### src/rtl/updown_counter_mc.sv
// updown_counter_mc: parametrised up/down counter with programmable limit,
// wrap / saturate / one-shot modes, terminal-count and wrap pulses.
//
// Ports:
//   clock      rising-edge clock
//   clear_n    asynchronous active-low reset
//   enable     count enable
//   load       synchronous load of load_data (highest priority)
//   load_data  value to load, stored as-is even above limit
//   updown     1 = count up, 0 = count down
//   step       amount added/subtracted per counting cycle
//   limit      upper bound of the counting range 0..limit
//   mode       0 wrap, 1 saturate, 2 one-shot, 3 treated as wrap
//   start      one-shot arm/restart
//   counter    registered count
//   tc         one-cycle pulse when a count lands on the terminal value
//   wrap       one-cycle pulse when a modular wrap occurred
//   running    one-shot sequencer is counting
//   done       one-shot sequencer has reached terminal
module updown_counter_mc #(
    parameter int unsigned WIDTH      = 8,
    parameter int unsigned STEP_WIDTH = 4
) (
    input  logic                  clock,
    input  logic                  clear_n,
    input  logic                  enable,
    input  logic                  load,
    input  logic [WIDTH-1:0]      load_data,
    input  logic                  updown,
    input  logic [STEP_WIDTH-1:0] step,
    input  logic [WIDTH-1:0]      limit,
    input  logic [1:0]            mode,
    input  logic                  start,
    output logic [WIDTH-1:0]      counter,
    output logic                  tc,
    output logic                  wrap,
    output logic                  running,
    output logic                  done
);

    localparam int unsigned EW = WIDTH + 1;

    localparam logic [1:0] MODE_WRAP    = 2'd0;
    localparam logic [1:0] MODE_ONESHOT = 2'd2;

    typedef enum logic [1:0] {
        S_IDLE = 2'd0,
        S_RUN  = 2'd1,
        S_DONE = 2'd2
    } state_t;

    state_t          state;
    state_t          state_next;
    logic            running_next;
    logic            done_next;

    logic [1:0]      mode_eff;
    logic            oneshot;
    logic            start_hit;
    logic            count_en;
    logic            wrap_ok;

    logic [EW-1:0]   cnt_ext;
    logic [EW-1:0]   step_ext;
    logic [EW-1:0]   lim_ext;
    logic [EW-1:0]   lim_p1;
    logic [EW-1:0]   up_sum;
    logic [EW-1:0]   terminal;
    logic [EW-1:0]   res;

    logic [WIDTH-1:0] counter_next;
    logic             tc_next;
    logic             wrap_next;

    // Reserved mode 3 behaves exactly like wrap mode.
    assign mode_eff  = (mode == 2'd3) ? MODE_WRAP : mode;
    assign oneshot   = (mode_eff == MODE_ONESHOT);
    assign start_hit = oneshot && start && !load;
    assign count_en  = !load && !start_hit && enable && (step != '0)
                       && (!oneshot || (state == S_RUN));

    // One bit of headroom so sums and differences never truncate.
    assign cnt_ext  = EW'(counter);
    assign step_ext = EW'(step);
    assign lim_ext  = EW'(limit);
    assign lim_p1   = lim_ext + EW'(1);
    assign up_sum   = cnt_ext + step_ext;
    assign terminal = updown ? lim_ext : '0;

    // A step larger than the range cannot wrap meaningfully; it saturates.
    assign wrap_ok  = (mode_eff == MODE_WRAP) && (step_ext <= lim_p1);

    // Next count value and flag pulses.
    always_comb begin
        counter_next = counter;
        tc_next      = 1'b0;
        wrap_next    = 1'b0;
        res          = cnt_ext;
        if (load) begin
            counter_next = load_data;
        end else if (start_hit) begin
            counter_next = updown ? '0 : limit;
        end else if (count_en) begin
            if (cnt_ext > lim_ext) begin
                // Out-of-range value is pulled back to limit, never wrapped.
                res = lim_ext;
            end else if (updown) begin
                if (up_sum <= lim_ext) begin
                    res = up_sum;
                end else if (wrap_ok) begin
                    res       = up_sum - lim_p1;
                    wrap_next = 1'b1;
                end else begin
                    res = lim_ext;
                end
            end else begin
                if (cnt_ext >= step_ext) begin
                    res = cnt_ext - step_ext;
                end else if (wrap_ok) begin
                    res       = cnt_ext + lim_p1 - step_ext;
                    wrap_next = 1'b1;
                end else begin
                    res = '0;
                end
            end
            counter_next = res[WIDTH-1:0];
            // Holding at terminal does not re-pulse, except when the range is
            // a single value (limit 0) or a wrap landed on it.
            tc_next = (res == terminal)
                      && ((res != cnt_ext) || wrap_next || (limit == '0));
        end
    end

    // Datapath register: count and flags update together.
    always_ff @(posedge clock or negedge clear_n) begin
        if (!clear_n) begin
            counter <= '0;
            tc      <= 1'b0;
            wrap    <= 1'b0;
        end else begin
            counter <= counter_next;
            tc      <= tc_next;
            wrap    <= wrap_next;
        end
    end

    // One-shot state register with registered status outputs.
    always_ff @(posedge clock or negedge clear_n) begin
        if (!clear_n) begin
            state   <= S_IDLE;
            running <= 1'b0;
            done    <= 1'b0;
        end else begin
            state   <= state_next;
            running <= running_next;
            done    <= done_next;
        end
    end

    // One-shot next state; leaving mode 2 always returns to IDLE.
    always_comb begin
        state_next = state;
        if (!oneshot) begin
            state_next = S_IDLE;
        end else if (load) begin
            state_next = state;
        end else if (start_hit) begin
            state_next = S_RUN;
        end else if ((state == S_RUN) && count_en && tc_next) begin
            state_next = S_DONE;
        end
    end

    // One-shot status decode of the upcoming state.
    always_comb begin
        running_next = 1'b0;
        done_next    = 1'b0;
        if (state_next == S_RUN) begin
            running_next = 1'b1;
        end
        if (state_next == S_DONE) begin
            done_next = 1'b1;
        end
    end

endmodule

### config.mk
export PLATFORM = sky130hd
export DESIGN_NAME = updown_counter_mc
export DESIGN_NICKNAME = d
export VERILOG_FILES = /design/src/rtl/updown_counter_mc.sv
export SDC_FILE = /design/constraint.sdc
export NUM_CORES = 1
export LEC_CHECK = 0
export CORE_AREA = 4 4 117 63
export DETAILED_ROUTE_END_ITERATION = 6
export DIE_AREA = 0 0 121 67
export PLACE_DENSITY = 0.87
export SKIP_LAST_GASP = 1
export SLEW_MARGIN = 20
export SYNTH_ARGS = -nofsm -noshare
export SYNTH_HDL_FRONTEND = slang
export SYNTH_SLANG_ARGS = --single-unit
### constraint.sdc
create_clock -name clock -period 9.2 [get_ports clock]
set_input_delay 2.76 -clock clock [delete_from_list [all_inputs] [get_ports clock]]
set_output_delay 2.76 -clock clock [all_outputs]
set_load 0.05 [all_outputs]
* Word level (Yosys, flattened, before mapping)
Cells that the tools add are included.
** Storage, ports and cells
- Flip-flop bits (word level) :: 14
- Input bits :: 28
- Output and inout port bits :: 12
- Logic and storage cells :: 78
** Cells by class
- $add $sub $neg :: 6
- $lt $le $gt $ge :: 4
- Equal/unequal tests :: 7
- Mux-type cells :: 35
- Reductions and logical operators :: 20
** Operators with widths (count)
- $mux 9 :: 9
- $mux 8 :: 5
- $mux 1 :: 16
- $logic_and 1x1->1 :: 10
- $mux 2 :: 5
- $add 8x1->9 const B :: 1
- $add 8x4->9 :: 1
- $add 8x9->9 :: 1
- $eq 9x8->1 :: 1
- $le 4x9->1 :: 1
- $le 9x8->1 :: 1
- $ne 9x8->1 :: 1
- $sub 8x4->9 :: 1
- $sub 9x4->9 :: 1
- $sub 9x9->9 :: 1
- $ge 8x4->1 :: 1
- $gt 8x8->1 :: 1
- $logic_not 8->1 :: 1
- $eq 2x2->1 const B :: 3
- $eq 2x1->1 const B :: 2
- $reduce_bool 4->1 :: 1
- $logic_not 1->1 :: 3
- $logic_or 1x1->1 :: 3
- $reduce_bool 3->1 :: 1
- $logic_not 2->1 :: 1

* Depth between registers and ports, before layout
- Depth after elaboration :: 27
- Gate-level depth with buffers :: 18
- Depth with buffers taken out :: 17

* Worst setup path before layout
Ideal clock, no wire load.
- Kind :: input to register
- Start :: in step[1]
- End :: reg state[1]
- Arrival time :: 6.469 ns
- Slack :: 2.609 ns
- Stages :: 18
- Path buffers :: 1
- Cells stage by stage :: inv_1 > ha_1 > nor2b_1 > o21ba_2 > o311a_1 > xnor2_1 > ha_1 > nand4_1 > o21ai_0 > o21ai_1 > nand2_1 > clkbuf_1 > o21a_1 > a311oi_1 > xnor2_1 > o2111ai_1 > o211a_4 > a32o_1
** On the way
- Cells in the longest elaborated chain, start to end :: 21
- Elaborated cells between the ends (all ways) :: 42
- Classes of those cells :: add/sub: 4; order compare: 3; eq/ne: 2; mux: 24; reduce/logical: 9
** Ends and longest elaborated chain
- start, declared :: line 30 : input logic [STEP_WIDTH-1:0] step,
- $add 8x4->9 or $le 4x9->1 (tied branches) :: line 87, 91
- $sub 9x9->9 or $logic_and 1x1->1 (tied branches) :: line 111, 91
- $mux 9 (on tied branches) :: line 110, 119
- $mux 9 (on tied branches) :: line 108, 117
- $mux 9 :: line 107 : end else if (updown) begin
- $mux 9 :: line 104 : if (cnt_ext > lim_ext) begin
- $mux 9 :: line 103 : end else if (count_en) begin
- $mux 9 :: line 101 : end else if (start_hit) begin
- [... 7 more ...]
- $mux 1 * :: line 99 : if (load) begin
- named net tc_next :: line 72 : logic tc_next;
- $logic_and 1x1->1 * :: line 169 : end else if ((state == S_RUN) && count_en && tc_next) begin
- $mux 2 * :: line 169
- $mux 2 * :: line 167 : end else if (start_hit) begin
- $mux 2 * :: line 165 : end else if (load) begin
- $mux 2 * :: line 163 : if (!oneshot) begin
- named net state_next[1] :: line 53 : state_t state_next;
- end signal, assigned :: line 154 : state <= state_next;
- end, declared :: line 52 : state_t state;
Mark *: on every way through the listed nets, which the timed path passes. The rest lies on a longest branch. The select of a mux whose other input is x is not followed.
A chain may end at the register's enable or synchronous reset.

* Final worst setup path
Same ends and word-level chain as after synthesis.

==> results.md <==
* Total of max-cap violations at 0
* CTS tree: built
* Worst EP required at ~9400 ps
* Die ar. at 8110 um^2
* Post-CTS Setup Bufs at 0
* Chip height at 67 um
* Max Fanout on Critical Path at 7
* # resized after CTS at 0
* #FFs+latches synth at 14
* Initial antenna violation count at 0
* Pwr Total at ~920 uW
* Mean post-synth cell area at around 7.8 um^2
* Worst-Margin Slew at 973 ps
* Violated checks: DRC
* Total grt overflow at 0
* Top-area cell type share of the netlist area at between 10% and 20%
* Critical Path AT at 8250 ps
* Sequential cell area at about 350 um^2
* Synth area leaders: ha_1, dfrtp_1, xnor2_1, inv_1, a21oi_1
* Vias in the first global route at 4575
* Core Area at between 6000 and 7000 um^2
* Clock Pin Slew Worst Setup and Hold Paths at 40 ps
* Setup TNS at 0 ps
* Drt via density at slightly below 8
* Skew-Pair Late Insertion Delay at 240 ps
* Yosys top cell by area: ha_1
* Starting density of the core at ~62%
* Post-Synthesis Cells at approximately 520
* Post-layout minimum cycle time at around 8100 ps
* Final setup fails at 0
* Area taken by multi-input logic gates at about 3300 um^2
* # hold bufs at CTS at 0
* Mapped Nets at between 600 and 700
* Crit path kind: in2reg
* Largest net degree at the start of global routing at 20
* Status: complete, but fails checks
* Number of CTS-inserted buffers at 3
* Main flop type after synthesis: dfrtp_1
* Hold Crit Class: reg2reg
* Routability cong. at ~1.1
* H-tree Lvls at 1
* Commonest cells post-synth: ha_1, inv_1, nand2_1, a21oi_1, nor2_1
* Global-route wire length before repair at between 20000 and 30000 um
* Buffers on Ports at 39
* CTS Root Cell: clkbuf_16
* Power Dens Cells at just over 200 nW/um^2
* Post-synth cell types at a little under 90
* HPWL after DPL at 13000 um
* Skew final at roughly 3.1 ps
* TritonRoute pass-1 iters at 7
* Nets at ~630
* Drt drc at 132
* Worst IR Drop VDD at about 0.00015 V
* Mapped cell area at ~4000 um^2
* Asr flop ratio synth at 100%
* Most common cell in the synthesized netlist: ha_1
* Total Routed Length at 16800 um
* Final core occ at between 60% and 70%
* IO Count at 40
* YS warnings at 0
* RSZ-0062 raised after global routing: no
* Worst hold slack at slightly below 600 ps
* # rows at 21
* Achievable Freq at 0.124 GHz
* Layout Area Growth over Synthesis at 12.2%
* Fillcell total at about 540
* Share of layout cells above drive strength 1 at 6.32%
* Fin. max-slew vios at 0
* Leak at 0.00184 uW
* Vias at about 4900
* Fin. Hold Viols at 0
* Relative slew slack at roughly a third
* Clk buf depth at 2
* Clock sinks at 14
* EDFF count, synth at 0
* ANT nets after route at 0
* CP Capture Type: flop
* Seq/Total Area, Yosys at approximately 8.8%
* Final Cycle Share at between 80% and 90%
* Wire length per cell at around 27 um
* First DRT Iteration DRCs at about 1200
* Worst Setup Start Kind: primary input
* N_diodes at 0
* Die Wd at approximately 120 um
* Total global-route track usage at 41.6%
==> state kept, by name, summed over array words and instances, names as in the netlist <==
signal   cells
done         1
wrap         1
counter      8
state        2
tc           1
running      1
==> critical path, cell delays in order <==
cell	delay (ps)
clkdlybuf4s50_1	600
inv_1	170
ha_1	400
nor2b_1	90
o21ba_2	220
o311a_1	300
xnor2_1	560
ha_1	370
nand4_1	150
o21ai_0	140
o21ai_1	400
nand3_1	330
o2111a_1	250
a2111oi_0	580
nand4b_1	160
nor4_1	360
o211a_4	250
a32o_1	140
==> layer usage <==
layer / routed length [um] / up-vias / track usage (%)
met1: 6470 / 2217 / 54.7
li1: - / 2051 / -
met3: 3470 / 141 / 26.0
met5: 0 / - / 0
met4: 915 / 0 / 10.9
met2: 5970 / 499 / 55.7
==> path summary, 6_finish.rpt <==
check / startpoint / to / slack (ps) / cells past startpoint
worst max-delay path: step[1] / state[1] / 1130 / 18
worst min-delay path: state[0] / running / 580 / 2
worst max register to register: counter[2] / state[1] / 3800 / 15
worst min register to register: state[0] / running / 580 / 2
max in group asynchronous: clear_n / counter[6] / 5860 / 1
min in group asynchronous: clear_n / counter[7] / 2920 / 1
==> cell families (layout without fill, tap and decap cells) <==
group | after synthesis | after routing | share of synthesized area, %
buffers and inverters | 74 | 97 | 8.21
AO/OA/AOI/OAI | 185 | 185 | 35.1
AND/OR/NAND/NOR | 152 | 152 | 21.1
flip-flops | 14 | 14 | 8.78
adder cells (fa/ha/maj) | 59 | 59 | 19.8
XOR/XNOR | 31 | 31 | 6.99
==> where the power goes <==
| part | switching (uW) | internal (uW) |
|---|---|---|
| clock | 23.7 | 56.7 |
| combinational | 474 | 267 |
| sequential | 27.2 | 67.5 |
==> stage by stage <==
step                      cells  instance area (um^2)  setup slack (ps)
after floorplan             515                  3990              2610
after global placement      627                  4400              1240
after detailed placement    627                  4400              1150
after CTS                   630                  4470              1390
after global routing        630                  4480              1090
final                       630                  4480              1130
==> layout by cell type (no fill, tap or decap), types with 9 or more instances in the layout <==
master           netlist  routed
nand3_1               18      18
dfrtp_1               14      14
nor2_1                25      25
nand2_1               35      35
o221ai_1               9       9
clkdlybuf4s50_1        0      39
a31oi_1               14      14
ha_1                  52      52
inv_1                 48      48
a21oi_1               31      30
xnor2_1               23      23
and3_1                 9       9
o21ai_0               23      23
==> layout make-up <==
cell class	count	share of cell area, %
Multi-Input combinational cell	427	74.1
Tap cell	92	2.57
Timing Repair Buffer	45	9.73
Clock buffer	3	1.68
Sequential cell	14	7.83
Inverter	49	4.11
(Power assumes the default switching activity.)
